==> src/rtl/jump_phys_pkg.sv <==
// Shared types, state encodings and fixed-point helpers for the jump physics core.
// Latency: n/a (declarations and pure functions only).
// Backpressure: n/a.
package jump_phys_pkg;

    localparam int POS_W     = 16;            // signed pos/vel width incl. fraction
    localparam int FRAC_W    = 4;             // fractional bits
    localparam int FIXED_ONE = 1 << FRAC_W;   // one pixel in fixed-point units

    typedef logic signed [POS_W-1:0] fix_t;   // architectural pos/vel value
    typedef logic signed [POS_W:0]   wide_t;  // one bit of headroom for add/sub

    typedef enum logic [2:0] {
        ST_IDLE     = 3'd0,
        ST_WALK     = 3'd1,
        ST_CHARGE   = 3'd2,
        ST_AIRBORNE = 3'd3,
        ST_LAND     = 3'd4
    } state_t;

    localparam wide_t FIX_MAX_W = wide_t'((1 << (POS_W-1)) - 1);
    localparam wide_t FIX_MIN_W = wide_t'(-(1 << (POS_W-1)));

    // Sign-extend into the headroom width.
    function automatic wide_t widen(input fix_t v);
        return {v[POS_W-1], v};
    endfunction

    // Saturate a wide intermediate back into the architectural range.
    function automatic fix_t sat_fix(input wide_t v);
        if (v > FIX_MAX_W)
            return fix_t'(FIX_MAX_W);
        else if (v < FIX_MIN_W)
            return fix_t'(FIX_MIN_W);
        else
            return v[POS_W-1:0];
    endfunction

    function automatic fix_t clamp_fix(input fix_t v, input fix_t lo, input fix_t hi);
        if (v < lo)
            return lo;
        else if (v > hi)
            return hi;
        else
            return v;
    endfunction

endpackage

==> src/rtl/tick_btn_edge.sv <==
// Tick-gated button history register with rising-edge detect.
// Latency: btn_rise is combinational from btn against the level sampled at the previous tick.
// Backpressure: none; history advances only on phys_tick.
// Ports: character_clk, sys_rst (sync, active-high), phys_tick, btn -> btn_rise.
module tick_btn_edge (
    input  logic character_clk,
    input  logic sys_rst,
    input  logic phys_tick,
    input  logic btn,
    output logic btn_rise
);

    logic btn_d;

    always_ff @(posedge character_clk) begin
        if (sys_rst)
            btn_d <= 1'b0;
        else if (phys_tick)
            btn_d <= btn;
    end

    assign btn_rise = btn & ~btn_d;

endmodule

==> src/rtl/jump_physics_core.sv <==
// Per-character motion engine: walk, charge-jump, gravity flight, floor/ceiling/wall response.
// Latency: all state and outputs register on the clock edge of a phys_tick cycle; landed pulses one cycle.
// Backpressure: none; phys_tick is a frame strobe and every tick is consumed.
// Ports: character_clk, sys_rst (sync active-high), phys_tick, left_btn/right_btn/jump_btn in;
//        out_pos_x/out_pos_y (integer px), out_vel_x/out_vel_y, out_face, out_state, out_charge,
//        out_landed, out_airborne out.
// Build option: WALL_BOUNCE_EN -- wall hit reflects half of vel_x and flips facing; otherwise vel_x stops.
module jump_physics_core
    import jump_phys_pkg::*;
#(
    parameter int X_MIN        = 0,
    parameter int X_MAX        = 639,
    parameter int FLOOR_Y      = 0,
    parameter int CEIL_Y       = 479,
    parameter int CHAR_W       = 32,
    parameter int CHAR_H       = 32,
    parameter int INIT_X       = 304,
    parameter int INIT_Y       = 0,
    parameter int WALK_SPEED   = 2,
    parameter int GRAVITY      = 8,
    parameter int VY_MAX       = 256,
    parameter int MAX_CHARGE   = 31,
    parameter int JUMP_VY_BASE = 64,
    parameter int JUMP_VY_STEP = 4,
    parameter int JUMP_VX_STEP = 2
) (
    input  logic                      character_clk,
    input  logic                      sys_rst,
    input  logic                      phys_tick,
    input  logic                      left_btn,
    input  logic                      right_btn,
    input  logic                      jump_btn,
    output logic [POS_W-FRAC_W-1:0]   out_pos_x,
    output logic [POS_W-FRAC_W-1:0]   out_pos_y,
    output logic [POS_W-1:0]          out_vel_x,
    output logic [POS_W-1:0]          out_vel_y,
    output logic                      out_face,
    output logic [2:0]                out_state,
    output logic [4:0]                out_charge,
    output logic                      out_landed,
    output logic                      out_airborne
);

    // Geometry and physics constants in fixed-point units.
    localparam fix_t  X_LO    = fix_t'(X_MIN * FIXED_ONE);
    localparam fix_t  X_HI    = fix_t'((X_MAX - CHAR_W) * FIXED_ONE);
    localparam fix_t  FLOOR_U = fix_t'(FLOOR_Y * FIXED_ONE);
    localparam fix_t  CEIL_TOP= fix_t'((CEIL_Y - CHAR_H) * FIXED_ONE);
    localparam wide_t CEIL_W  = wide_t'(CEIL_Y * FIXED_ONE);
    localparam wide_t CHAR_HW = wide_t'(CHAR_H * FIXED_ONE);
    localparam wide_t WALK_W  = wide_t'(WALK_SPEED * FIXED_ONE);
    localparam wide_t GRAV_W  = wide_t'(GRAVITY);
    localparam fix_t  VY_HI   = fix_t'(VY_MAX);
    localparam fix_t  VY_LO   = fix_t'(-VY_MAX);
    localparam fix_t  ZERO    = '0;

    state_t     state;
    fix_t       pos_x, pos_y, vel_x, vel_y;
    logic       face;
    logic [4:0] charge;
    logic       landed;
    logic       airborne;
    logic       jump_rise;

    // Walk buttons are used as levels; only jump needs an edge.
    tick_btn_edge u_jump_edge (
        .character_clk (character_clk),
        .sys_rst       (sys_rst),
        .phys_tick     (phys_tick),
        .btn           (jump_btn),
        .btn_rise      (jump_rise)
    );

    fix_t walk_x, launch_vy, launch_vx_mag, launch_vx;
    fix_t vy_n, px_n, py_n, px_cl;
    logic floor_hit, ceil_hit, wall_hit;

    always_comb begin
        walk_x        = clamp_fix(sat_fix(right_btn ? widen(pos_x) + WALK_W
                                                    : widen(pos_x) - WALK_W), X_LO, X_HI);
        launch_vy     = fix_t'(JUMP_VY_BASE + int'(charge) * JUMP_VY_STEP);
        launch_vx_mag = fix_t'(int'(charge) * JUMP_VX_STEP);
        launch_vx     = face ? -launch_vx_mag : launch_vx_mag;

        // Flight step: new vertical velocity first, then position from the new velocity.
        vy_n      = clamp_fix(sat_fix(widen(vel_y) - GRAV_W), VY_LO, VY_HI);
        px_n      = sat_fix(widen(pos_x) + widen(vel_x));
        py_n      = sat_fix(widen(pos_y) + widen(vy_n));
        px_cl     = clamp_fix(px_n, X_LO, X_HI);
        floor_hit = (py_n <= FLOOR_U) && (vy_n <= ZERO);
        ceil_hit  = (widen(py_n) + CHAR_HW) > CEIL_W;
        wall_hit  = (px_n < X_LO) || (px_n > X_HI);
    end

    always_ff @(posedge character_clk) begin
        if (sys_rst) begin
            state    <= ST_IDLE;
            pos_x    <= fix_t'(INIT_X * FIXED_ONE);
            pos_y    <= fix_t'(INIT_Y * FIXED_ONE);
            vel_x    <= '0;
            vel_y    <= '0;
            face     <= 1'b0;
            charge   <= '0;
            landed   <= 1'b0;
            airborne <= 1'b0;
        end else begin
            landed <= 1'b0;
            if (phys_tick) begin
                case (state)
                    ST_IDLE, ST_WALK: begin
                        if (jump_rise) begin
                            state  <= ST_CHARGE;
                            charge <= '0;
                        end else if (left_btn ^ right_btn) begin
                            state <= ST_WALK;
                            face  <= left_btn;
                            pos_x <= walk_x;
                        end else begin
                            state <= ST_IDLE;
                        end
                    end
                    ST_CHARGE: begin
                        if (jump_btn && (charge < 5'(MAX_CHARGE))) begin
                            charge <= charge + 5'd1;
                        end else begin
                            vel_y    <= launch_vy;
                            vel_x    <= launch_vx;
                            charge   <= '0;
                            state    <= ST_AIRBORNE;
                            airborne <= 1'b1;
                        end
                    end
                    ST_AIRBORNE: begin
                        pos_x <= px_cl;
                        vel_y <= vy_n;
                        if (floor_hit) begin
                            pos_y    <= FLOOR_U;
                            vel_x    <= '0;
                            vel_y    <= '0;
                            state    <= ST_LAND;
                            landed   <= 1'b1;
                            airborne <= 1'b0;
                        end else begin
                            if (ceil_hit) begin
                                pos_y <= CEIL_TOP;
                                vel_y <= '0;
                            end else begin
                                pos_y <= py_n;
                            end
                            // Landing already zeroes velocity, so wall response only matters in flight.
                            if (wall_hit) begin
`ifdef WALL_BOUNCE_EN
                                vel_x <= -(vel_x >>> 1);
                                face  <= ~face;
`else
                                vel_x <= '0;
`endif
                            end
                        end
                    end
                    ST_LAND: state <= ST_IDLE;
                    default: state <= ST_IDLE;
                endcase
            end
        end
    end

    assign out_pos_x    = pos_x[POS_W-1:FRAC_W];
    assign out_pos_y    = pos_y[POS_W-1:FRAC_W];
    assign out_vel_x    = vel_x;
    assign out_vel_y    = vel_y;
    assign out_face     = face;
    assign out_state    = state;
    assign out_charge   = charge;
    assign out_landed   = landed;
    assign out_airborne = airborne;

endmodule
==> config.mk <==
export PLATFORM = sky130hd
export DESIGN_NAME = jump_physics_core
export DESIGN_NICKNAME = d
export VERILOG_FILES = /design/src/rtl/jump_phys_pkg.sv /design/src/rtl/tick_btn_edge.sv /design/src/rtl/jump_physics_core.sv
export SDC_FILE = /design/constraint.sdc
export NUM_CORES = 1
export LEC_CHECK = 0
export ABC_AREA = 1
export BUFFER_PORTS_ARGS = -buffer_cell sky130_fd_sc_hd__buf_4
export CORE_AREA = 2 2 117 97
export CTS_CLUSTER_DIAMETER = 150
export DETAILED_ROUTE_END_ITERATION = 10
export DIE_AREA = 0 0 119 99
export GPL_ROUTABILITY_DRIVEN = 0
export PLACE_DENSITY = 0.94
export SKIP_CTS_REPAIR_TIMING = 1
export SYNTH_ARGS = -nofsm -noshare
export SYNTH_HDL_FRONTEND = slang
export SYNTH_SLANG_ARGS = --single-unit
==> constraint.sdc <==
create_clock -name character_clk -period 14.38 [get_ports character_clk]
set_input_delay 0 -clock character_clk [delete_from_list [all_inputs] [get_ports character_clk]]
set_output_delay 0 -clock character_clk [all_outputs]
set_load 0.02 [all_outputs]
Word-level counts from Yosys, hierarchy flattened
Cells that the tools add are included.
{"block": "totals", "register_bits": 76, "inputBits": 6, "out_inout_bits": 67}
{"block": "classes", "add_sub_neg": 9, "n_lt_le_gt_ge": 18, "n_eq_ne": 9, "mux": 41, "bitwise": 6, "n_reduce_logical": 17}
{"operator": "2-to-1 mux 16 bit", "count": 25}
{"operator": "one-hot mux 16 bit (2 select lines)", "count": 3}
{"operator": "> comparator 17 x 16 -> 1 bit, second input constant", "count": 4}
{"operator": "less-than comparator 17 x 16 -> 1 bit, second input constant", "count": 4}
{"operator": "adder 16 x 16 -> 17 bit", "count": 2}
{"operator": "> comparator 16 x 15 -> 1 bit, second input constant", "count": 2}
{"operator": "<= comparator 16 x 1 -> 1 bit, second input constant", "count": 2}
{"operator": "less-than comparator 16 x 1 -> 1 bit, second input constant", "count": 2}
{"operator": "adder 16 x 11 -> 17 bit, second input constant", "count": 1}
{"operator": "adder 16 x 7 -> 17 bit, second input constant", "count": 1}
{"operator": "> comparator 17 x 14 -> 1 bit, second input constant", "count": 1}
{"operator": "2-to-1 mux 17 bit", "count": 1}
{"operator": "subtractor 16 x 5 -> 17 bit, second input constant", "count": 1}
{"operator": "subtractor 16 x 7 -> 17 bit, second input constant", "count": 1}
{"operator": "> comparator 16 x 10 -> 1 bit, second input constant", "count": 1}
{"operator": "less-than comparator 16 x 9 -> 1 bit, second input constant", "count": 1}
{"operator": "negation 6 -> 16 bit", "count": 1}
{"operator": "AND reduction 4 bit", "count": 4}
{"operator": "2-to-1 mux 5 bit", "count": 2}
{"operator": "inequality test 2 bit, second input constant", "count": 5}
{"operator": "one-hot mux 5 bit (2 select lines)", "count": 1}
{"operator": "one-hot mux 3 bit (3 select lines)", "count": 1}
{"operator": "AND reduction 3 bit", "count": 3}
{"operator": "adder 7 x 7 -> 8 bit, first input constant", "count": 1}
{"operator": "19 further kinds", "count": 30}

Depth between registers and ports, before layout
{"block": "depth", "ltp_word": 16, "mapped_depth": 49}

Modules after synthesis
Synthesis repeated with hierarchy kept, for this count alone.
{"block": "unflattened", "hier_cells": 1084, "area_unflattened_um2": 6782.8}
{"mod": "jump_physics_core", "n_inst": 1, "cells_per_inst": 1076, "area_per_inst_um2": 6734.0}
{"mod": "tick_btn_edge", "n_inst": 1, "cells_per_inst": 8, "area_per_inst_um2": 48.8}

Least setup slack after synthesis
Ideal clock, no wire load.
{"block": "synth_timing", "path_type": "reg-to-reg", "start": "register vel_y[3] (netlist: out_vel_y[3])", "end": "register vel_y[10] (netlist: out_vel_y[10])", "setup_time_ps": 69, "t_arrival_ps": 4810, "required_time_ps": 14311, "setup_slack_ps": 9501, "path_stages_with_launch": 42, "path_buffers": 3, "path_cell_list": "dfxtp_1 > inv_2 > ha_1 > nand2_1 > nor2_4 > nand2_1 > nand2_1 > nand2_1 > nand2_4 > buf_6 > nand2_1 > a2bb2oi_1 > nor2_1 > nand2_1 > nand2_4 > nand2_1 > inv_1 > o21ai_0 > [... 6 more ...] > nand2_2 > nand2_2 > nand2_1 > nand2_1 > nand2_2 > nand2_2 > buf_6 > nand2_2 > ha_1 > nand2_1 > nor2_1 > nand3_1 > nand3_1 > nand2_1 > nand2_2 > buf_6 > nand4_4 > a21oi_2"}
{"block": "synth_via", "elab_chain_len": 16, "word_cells_on_any_way": 22, "cone_classes": "3 x add/sub; 9 x order compare; 9 x mux; 1 x reduce/logical"}
{"element": "start, declared", "line": "jump_physics_core.sv:58", "rtl": "fix_t pos_x, pos_y, vel_x, vel_y;"}
{"element": "start signal, assigned", "line": "jump_physics_core.sv:126", "rtl": "vel_y <= launch_vy;"}
{"element": "start signal, assigned", "line": "jump_physics_core.sv:135", "rtl": "vel_y <= vy_n;"}
{"element": "subtractor 16 x 5 -> 17 bit *", "line": "jump_physics_core.sv:86", "rtl": "vy_n = clamp_fix(sat_fix(widen(vel_y) - GRAV_W), VY_LO, VY_HI);"}
{"element": "less-than comparator 17 x 16 -> 1 bit", "line": "jump_phys_pkg.sv:33", "rtl": "else if (v < FIX_MIN_W)"}
{"element": "2-to-1 mux 16 bit", "line": "jump_phys_pkg.sv:33"}
{"element": "2-to-1 mux 16 bit *", "line": "jump_phys_pkg.sv:31", "rtl": "if (v > FIX_MAX_W)"}
{"element": "> comparator 16 x 10 -> 1 bit", "line": "jump_phys_pkg.sv:42", "rtl": "else if (v > hi)"}
{"element": "2-to-1 mux 16 bit", "line": "jump_phys_pkg.sv:42"}
{"element": "2-to-1 mux 16 bit *", "line": "jump_phys_pkg.sv:40", "rtl": "if (v < lo)"}
{"element": "adder 16 x 16 -> 17 bit", "line": "jump_physics_core.sv:88", "rtl": "py_n = sat_fix(widen(pos_y) + widen(vy_n));"}
{"element": "less-than comparator 17 x 16 -> 1 bit", "line": "jump_phys_pkg.sv:33"}
{"element": "2-to-1 mux 16 bit", "line": "jump_phys_pkg.sv:33"}
{"element": "2-to-1 mux 16 bit", "line": "jump_phys_pkg.sv:31"}
{"element": "adder 16 x 11 -> 17 bit", "line": "jump_physics_core.sv:91", "rtl": "ceil_hit = (widen(py_n) + CHAR_HW) > CEIL_W;"}
{"element": "> comparator 17 x 14 -> 1 bit", "line": "jump_physics_core.sv:91"}
{"element": "2-to-1 mux 16 bit", "line": "jump_physics_core.sv:144", "rtl": "if (ceil_hit) begin"}
{"element": "2-to-1 mux 16 bit *", "line": "jump_physics_core.sv:136", "rtl": "if (floor_hit) begin"}
{"element": "one-hot mux 16 bit (2 select lines) *", "line": "jump_physics_core.sv:109", "rtl": "case (state)"}
Mark *: on every way between the ends. The rest lies on a longest branch, timed or not.
A chain may end at the register's enable or synchronous reset.

Final worst setup path
{"block": "layout_timing", "start": "register vel_y[3] (netlist: out_vel_y[3])", "end": "register pos_y[3]"}
{"block": "layout_via", "elab_chain_len": 15, "word_cells_on_any_way": 21, "cone_classes": "3 x add/sub; 9 x order compare; 8 x mux; 1 x reduce/logical"}
{"element": "subtractor 16 x 5 -> 17 bit *", "line": "jump_physics_core.sv:86"}
{"element": "less-than comparator 17 x 16 -> 1 bit", "line": "jump_phys_pkg.sv:33"}
{"element": "2-to-1 mux 16 bit", "line": "jump_phys_pkg.sv:33"}
{"element": "2-to-1 mux 16 bit *", "line": "jump_phys_pkg.sv:31"}
{"element": "> comparator 16 x 10 -> 1 bit", "line": "jump_phys_pkg.sv:42"}
{"element": "2-to-1 mux 16 bit", "line": "jump_phys_pkg.sv:42"}
{"element": "2-to-1 mux 16 bit *", "line": "jump_phys_pkg.sv:40"}
{"element": "adder 16 x 16 -> 17 bit", "line": "jump_physics_core.sv:88"}
{"element": "less-than comparator 17 x 16 -> 1 bit", "line": "jump_phys_pkg.sv:33"}
{"element": "2-to-1 mux 16 bit", "line": "jump_phys_pkg.sv:33"}
{"element": "2-to-1 mux 16 bit", "line": "jump_phys_pkg.sv:31"}
{"element": "adder 16 x 11 -> 17 bit", "line": "jump_physics_core.sv:91"}
{"element": "> comparator 17 x 14 -> 1 bit", "line": "jump_physics_core.sv:91"}
{"element": "2-to-1 mux 16 bit", "line": "jump_physics_core.sv:144"}
{"element": "2-to-1 mux 16 bit *", "line": "jump_physics_core.sv:136"}
{"element": "end signal, assigned", "line": "jump_physics_core.sv:99", "rtl": "pos_y <= fix_t'(INIT_Y * FIXED_ONE);"}
{"element": "end signal, assigned", "line": "jump_physics_core.sv:148", "rtl": "pos_y <= py_n;"}
{"element": "end, declared", "line": "jump_physics_core.sv:58"}
Marks and branches as above.

==> results.yml <==
timing:
  tns_ns: 0
  fin_crit_ns: 5.83
  setup_viol: 0
  fin_hold_ws_ns: 0.0983
  fin_ws_ns: 8.55
  fmax_mhz: 172
  slew_viol_final: 0
  finalHoldViolCount: 0
  rsz0062_at_grt: "false"
  worstMarginPinSlew_ns: 0.958
  max_slew_margin_pct: 36.1
  post-route-period-util_pct: 40.5
  clock_skew_ns: 0.00568
worst_setup_path:
  critPathKind: "reg -> reg"
  worst-path-buf-inv: 5
  path_max_fanout: 21
  critPathMaxStageDelay_ns: 0.36
  cp-start-kind: "flip-flop"
  cpMostUsedCell: "nand2_1"
  worst-path-stages: 38
  required_ns: 14.63
  r2r_cells: 38
  end_kind: "flip-flop"
  cpLargestDelayFamily: "simple AND/OR/NAND/NOR gates"
  crit_arrival_ns: 6.08
  cp_slowest_cell: "dfxtp_1"
drt:
  drt-wirelength-per-cell_um: 15.0
  dr_wl_met3_um: 2480
  first_pass_iters: 6
  wl_met2_um: 8000
  drcViolationCount: 0
  viasPerCell: 5.86
  highest-signal-layer: "met4"
  final_antenna_net_count: 0
  vias: 7650
  drt-total-wl_um: 19600
  wl_met1_um: 8730
  drt_iter0_markers: 964
pwr:
  power.density_nw_per_um2: 104
  totalPowerFinal_w: 0.000787
  ir_worst_vdd_mv: 0.0812
  cellLeakagePower_nw: 3.97
run:
  max_cap_viol_count: 0
clock_network:
  numCtsBuffers: 9
  path_clk_slew_ns: 0.06
  cts.sinks: 68
  root_buffer: "clkbuf_16"
  htreeDepth: 3
  clock_path_buffers: 2
  clkLatencyLatePin_ns: 0.33
  tritoncts: "done"
die:
  io_pins: 73
  start_util_pct: 64.8
  die_area_um2: 11800
  dieWidth_um: 119
  rows: 34
  fp.coreArea_um2: 10600
  die_h_um: 99
synth:
  netlist_area_um2: 6860
  synthDistinctLibCells: 52
  ys_seq_area_share_pct: 19.8
  synth_flop_cell: "dfxtp_1"
  ys_warn_count: 0
  synth_edf_count: 0
  ys_ff_latch: 68
  async_flop_share_pct: 0
  syn_inst: 1123
  avgSynthCellArea_um2: 6.11
cells_and_area:
  fin_util_pct: 71.4
  syn2layout_area_growth_pct: 10.3
  drive_above_1_share_pct: 12.4
  nFillCells: 855
  antenna_cells: 0
  fin_nets: 1212
global_routing:
  grt_pass1_vias: 6777
  grt_pass1_wl_um: 32600
  grt_max_degree: 43
  overflow: 0
  antenna_found_initial: 0
  grt_usage_pct: 33.6
min_path:
  holdPathStages: 5
  hp-class: "in -> reg"
status:
  status: "finished, final reports clean"
placement:
  port_buffers: 70
  hpwl_um: 15000
  pre_cts_ws_ns: 8.79
layout by cell type, fill, tap and decap left out, drive strengths merged, types with 2 or more instances in the layout:
| cell | n |
|---|---|
| clkbuf | 9 |
| nand4 | 24 |
| inv | 161 |
| a21oi | 113 |
| clkinv | 4 |
| dlygate4sd3 | 3 |
| xor2 | 21 |
| o21ai | 73 |
| ha | 46 |
| or2 | 4 |
| xnor2 | 5 |
| o211ai | 3 |
| o31ai | 3 |
| nor2 | 108 |
| dfxtp | 68 |
| a21o | 6 |
| nor3 | 17 |
| nand3b | 8 |
| conb | 2 |
| nor4 | 3 |
| nand2 | 315 |
| a31oi | 4 |
| buf | 71 |
| nand3 | 74 |
| fa | 3 |
registers in the layout, indices dropped and copies added (netlist names):
| register | cells |
|---|---|
| out_airborne | 1 |
| pos_x | 15 |
| out_face | 1 |
| u_jump_edge.btn_d | 1 |
| out_state | 3 |
| out_vel_y | 16 |
| out_landed | 1 |
| pos_y | 16 |
| out_charge | 5 |
| out_vel_x | 9 |
path summary, 6_finish.rpt:
kind	end	slack [ns]	from
hold / removal	out_charge[0]	0.1	jump_btn
hold reg to reg	pos_y[0]	0.49	pos_y[0]
setup / recovery	pos_y[3]	8.55	out_vel_y[3]
setup reg to reg	pos_y[3]	8.55	out_vel_y[3]
worst reg2reg max path, delay by kind of cell, from the launching register on:
family	cells	cell delay, ns
AOI/OAI and AO/OA	3	0.67
adders and majority gates	3	0.91
buffers and inverters	5	0.55
DFF	1	0.36
and+or+nand+nor	27	3.29
layout make-up:
class                      instances  area (µm²)  area share, %
sequential                        68        1360           18.0
clock inverter                     7        81.3           1.07
timing repair buffer              74         563           7.44
clock buffer                       9         225           2.98
inverter                         160         601           7.94
tap                              144         180           2.38
multi-input combinational        844        4550           60.2
metrics by stage:
step	std cells	area, µm²
6_report	1306	7570
5_1_grt	1306	7570
4_1_cts	1303	7540
3_5_place_dp	1287	7230
3_3_place_gp	1287	7230
2_1_floorplan	1124	6860
per-layer routing:
layer	track usage [%]	vias up
li1	-	3694
met1	49.3	3405
met2	50.4	497
met3	7.41	54
met4	7.42	0
met5	0	-
logic make-up (layout without fill, tap and decap cells):
logic type	Yosys count	in the layout	synth area share, %
and+or+nand+nor	556	556	36.7
AOI/OAI and AO/OA	211	211	17.0
xor gates and xnor gates	26	26	3.32
adders and majority gates	49	49	9.27
other	1	2	0.0547
buffers and inverters	212	250	13.8
DFF	68	68	19.8
synthesized netlist by cell type, drive strengths merged (4+ instances only):
cell type / number / area share [%]
o21ai: 73 / 5.3
a21o: 6 / 0.66
xor2: 21 / 2.7
buf: 38 / 4.3
nor2: 108 / 6.7
inv: 157 / 8.6
nand2: 315 / 18
nor3: 17 / 1.2
or2: 4 / 0.36
clkbuf: 14 / 0.77
nand3b: 8 / 1.1
ha: 46 / 8.4
a31oi: 4 / 0.36
nand4: 24 / 2.4
a21oi: 113 / 8.9
dfxtp: 68 / 20
xnor2: 5 / 0.64
nand3: 74 / 6.0
report_power, final:
part / internal, W / switching [W]
logic: 0.000112 / 0.000246
clock network: 0.000137 / 0.0000882
registers: 0.000195 / 0.00000941
Note: power is estimated with default switching activity, not from simulation.
